--- src/rtl/x2050tlat.sv ---
//------------------------------------------------------------------------------
// x2050tlat: T register, carry/overflow latches and a one-cycle decimal
// correction pass (optional, enabled by macro X2050_DEC_COR_EN).  Rev 1.0
//------------------------------------------------------------------------------
`default_nettype none

module x2050tlat (
  input  logic        i_clk,
  input  logic        i_reset_n,
  input  logic        i_ros_advance,
  input  logic [3:0]  i_ad,
  input  logic        i_t_load,
  input  logic [31:0] i_t0,
  input  logic        i_c0,
  input  logic        i_c1,
  input  logic        i_c8,
  input  logic [32:0] i_dec_cor,
  input  logic        i_ovfl_clr,
  output logic [31:0] o_t,
  output logic        o_carry,
  output logic        o_ovfl,
  output logic        o_cor_sel,
  output logic [31:0] o_cor_y,
  output logic        o_stall
);

  localparam logic [3:0] AD_C0   = 4'd4;
  localparam logic [3:0] AD_XOR  = 4'd5;
  localparam logic [3:0] AD_C1   = 4'd6;
  localparam logic [3:0] AD_C8   = 4'd7;

  logic [31:0] t_reg;
  logic        carry;
  logic        carry_d;
  logic        ovfl;
  logic        in_cor;
  logic        adv_idle;
  logic        ovfl_set;

`ifdef X2050_DEC_COR_EN
  typedef enum logic {
    IDLE = 1'b0,
    COR  = 1'b1
  } state_t;

  state_t      state;
  state_t      state_d;
  logic [31:0] cor_reg;
  logic        start_cor;

  assign start_cor = i_ros_advance && i_t_load && i_dec_cor[0] && (state == IDLE);

  always_ff @(posedge i_clk or negedge i_reset_n) begin
    if (!i_reset_n) begin
      state   <= IDLE;
      cor_reg <= '0;
    end else begin
      state <= state_d;
      if (start_cor)
        cor_reg <= i_dec_cor[32:1];
    end
  end

  always_comb begin
    state_d = state;
    case (state)
      IDLE:    if (start_cor) state_d = COR;
      COR:     state_d = IDLE;
      default: state_d = IDLE;
    endcase
  end

  assign in_cor  = (state == COR);
  assign o_cor_y = in_cor ? cor_reg : 32'h0;
`else
  logic unused_dec_cor;

  assign unused_dec_cor = ^i_dec_cor;
  assign in_cor         = 1'b0;
  assign o_cor_y        = 32'h0;
`endif

  // An advance arriving during the correction pass is dropped entirely.
  assign adv_idle = i_ros_advance && !in_cor;
  assign ovfl_set = adv_idle && (i_ad == AD_XOR) && (i_c0 ^ i_c1);

  always_comb begin
    carry_d = carry;
    if (adv_idle) begin
      case (i_ad)
        AD_C0:   carry_d = i_c0;
        AD_XOR:  carry_d = i_c0 ^ i_c1;
        AD_C1:   carry_d = i_c1;
        AD_C8:   carry_d = i_c8;
        default: carry_d = carry;
      endcase
    end
  end

  always_ff @(posedge i_clk or negedge i_reset_n) begin
    if (!i_reset_n) begin
      t_reg <= '0;
      carry <= 1'b0;
      ovfl  <= 1'b0;
    end else begin
      carry <= carry_d;
      if (in_cor || (adv_idle && i_t_load))
        t_reg <= i_t0;
      // Clear takes priority over a same-cycle set.
      if (i_ovfl_clr)
        ovfl <= 1'b0;
      else if (ovfl_set)
        ovfl <= 1'b1;
    end
  end

  assign o_t       = t_reg;
  assign o_carry   = carry;
  assign o_ovfl    = ovfl;
  assign o_cor_sel = in_cor;
  assign o_stall   = in_cor;

endmodule

`default_nettype wire

--- config.mk ---
export PLATFORM = sky130hd
export DESIGN_NAME = x2050tlat
export DESIGN_NICKNAME = d
export VERILOG_FILES = /design/src/rtl/x2050tlat.sv
export SDC_FILE = /design/constraint.sdc
export NUM_CORES = 1
export LEC_CHECK = 0
export CORE_MARGIN = 2
export CORE_UTILIZATION = 35
export DETAILED_ROUTE_END_ITERATION = 7
export PLACE_DENSITY = 0.83
export SYNTH_ARGS = -nofsm -noshare
export SYNTH_HDL_FRONTEND = slang
export SYNTH_SLANG_ARGS = --single-unit
--- constraint.sdc ---
create_clock -name i_clk -period 1.4 [get_ports i_clk]
set_clock_uncertainty 0.05 [all_clocks]
set_input_delay 0.42 -clock i_clk [delete_from_list [all_inputs] [get_ports i_clk]]
set_output_delay 0.42 -clock i_clk [all_outputs]
set_load 0.005 [all_outputs]
==> impl_results.md <==
* Crit path time final at 1.38 ns
* Gp weighted congestion at 0.648
* Largest family of logic cells by synthesized area: multiplexers
* Root Buffer: clkbuf_8
* Pre-antenna DRT Iters at 4
* Fmax at 0.724 GHz
* I/O pins at 145
* Post-synthesis mux area share at 27.8%
* CP Max Fanout at 2
* Vias in the first global route at 1,116
* Synth Area in Simple Gates at 1.87%
* Synth area leader: dfrtp_1
* Clock transition at path regs at ~0.07 ns
* Drt wl/cell at between 10 and 15 um
* Initial detailed-routing violation count at 15
* Buf/Inv on CP at 1
* Slowest stage cell, crit path: dfrtp_1
* DRC at 0
* Routed vias at roughly 1,200
* Number of synthesized flops with an enable pin at 0
* VDD IR-drop max at approximately 0.58 mV
* Syn Area/Cell at around 15 sq um
* Yosys warns at 0
* Kind of critical path: reg -> out
* Vias per inst at roughly 4
* CTS tree: built
* Max Cap Violations at 0
* Die height at 74.4 um
* Register area share after synthesis at 49.0%
* Die width at 74.4 um
* Top-area cell type share of the netlist area at 49.0%
* Async SR Flop Fraction at 100%
* Leak at 0.00137 uW
* Clock buffer depth at 2
* Ant diodes at 0
* Most frequent cells after synthesis: 34 x buf_4, 34 x dfrtp_1, 30 x mux2_4, 3 x buf_12, 2 x mux2_2
* First-pass GRT wire length at 5.23 mm
* Hold_buf cts at 0
* Area Growth Syn to Fin at 58.8%
* Initial antenna violation count at 0
* Slowest stage delay, CP at 0.38 ns
* Adder-cell area share of the yosys netlist at 0%
* Outcome: complete, no violations
* Worst Setup End Kind: primary output
* Layout net count at 301
* Port buffer count at 77
* Largest delay share family, worst path: flip-flops
* Mapped Cells at 116
* Top_reg_cell synth: dfrtp_1
* Clock Sink Count at 34
* #FFs+latches synth at 34
* Synth area leaders: dfrtp_1 49%, mux2_4 26%, buf_4 15%
* Post-synthesis compound-gate area fraction at 2.16%
* Fin. Hold Viols at 0
* Skew-Pair Late Insertion Delay at 0.27 ns
* Library cells used by synthesis at 18
* Critical Path Start Type: flip-flop
* GRT Total Usage at 12.8%
* Total power at between 2000 and 3000 uW
* Total gr overflow at 0
* CTS buffer count at 5
* Worst min path class: in -> async
* Pin count of the biggest net entering global routing at 35
* Xor and xnor area share after synthesis at less than 1%
* Total setup violations reported at the end of the flow at 0
* CP cell instances: dlygate4sd2_1
* Pwr per Cell Area at 1060 nW/um^2
* Row count at 25
* Post-DP HPWL at 2.59 mm
* ANT nets after route at 0
* Max-slew violation count at 0
* H-Tree Depth at 2
* Routed WL at 3.71 mm
* Worst hold margin at around 0.036 ns
* Layout cell share with drive strength beyond 1 at 31.1%
* Worst EP arrival at a little over 0.9 ns
* Core area at 4750 sq um
* Initial Util at 36.5%
* Die ar. at 5540 sq um
* Worst Path Required at 0.93 ns
* Post-Syn Area at 1740 sq um
* Final Cycle Share at 98.7%
registers in the layout (all words and copies together) (netlist names):
name / count
o_ovfl: 1
o_carry: 1
o_t: 32
power breakdown:
group	switching [uW]	leakage (uW)	internal, uW
Sequential	78.9	0.000401	1130
Combinational	245	0.000917	605
Clock	329	0.0000524	532
final cells by class:
| cell class | count | area, sq um |
|---|---|---|
| well taps | 67 | 83.8 |
| inverters | 1 | 3.75 |
| repair buffers | 105 | 1020 |
| fillers | 392 | 2000 |
| multi-input cells | 77 | 689 |
| clock inverters | 1 | 30.0 |
| clock buffers | 7 | 76.3 |
| flip-flops and latches | 34 | 851 |
per-stage QoR:
| stage | setup slack, ns | instance area (sq um) | util [%] | std cells | setup TNS [ns] |
|---|---|---|---|---|---|
| final | 0.0187 | 2760 | 58.0 | 292 | 0 |
| after global routing | -0.0165 | 2760 | 58.0 | 292 | -0.0165 |
| after CTS | 0.000815 | 2670 | 56.2 | 283 | 0 |
| after detailed placement | -0.319 | 2440 | 51.3 | 259 | -9.88 |
| after global placement | -0.305 | 2440 | 51.3 | 259 | -9.44 |
| after floorplan | 0.265 | 1860 | - | 149 | 0 |
logic make-up after synthesis:
kind of cell	after synthesis
and+or+nand+nor	4
buffers and inverters	38
DFF	34
muxes	33
xor gates and xnor gates	1
AOI/OAI and AO/OA	5
other	1
cell usage in the layout, fill, tap and decap left out, types with 2 or more instances in the layout:
master           Yosys  final
buf_12               3      2
buf_4               34     25
dfrtp_1             34     34
dlygate4sd2_1        0      3
clkbuf_8             0      5
clkbuf_1             0      2
clkdlybuf4s50_1      0     40
mux2_4              30     30
clkdlybuf4s15_1      0     33
conb_1               1     34
mux2_2               2      2
what timing repair did:
action,CTS,global route
endpoints found under the setup margin,59,15
gates resized for setup,55,14
gates cloned,1,0
setup buffers,15,9
path summary, 6_finish.rpt:
| path | startpoint | end | slack, ns | cells after the start |
|---|---|---|---|---|
| max reg2reg | o_t[28]$_DFFE_PN0P_ | o_t[28]$_DFFE_PN0P_ | 0.34 | 3 |
| max | o_t[30]$_DFFE_PN0P_ | o_t[30] | 0.02 | 1 |
| min in group i_clk | o_ovfl$_DFFE_PN0P_ | o_ovfl$_DFFE_PN0P_ | 0.45 | 2 |
| min reg2reg | o_ovfl$_DFFE_PN0P_ | o_ovfl$_DFFE_PN0P_ | 0.45 | 2 |
| min | i_reset_n | o_t[19]$_DFFE_PN0P_ | 0.04 | 2 |
| max in group asynchronous | i_reset_n | o_t[27]$_DFFE_PN0P_ | 1.08 | 2 |
routing by layer:
metal	global-route usage (%)	part of all wire, %	up-vias
met1	13.8	38	564
met4	4.56	1.6	0
met5	0	0	-
met3	3.79	6.1	6
met2	23.7	54	59
li1	-	-	537
(Power assumes the default switching activity.)
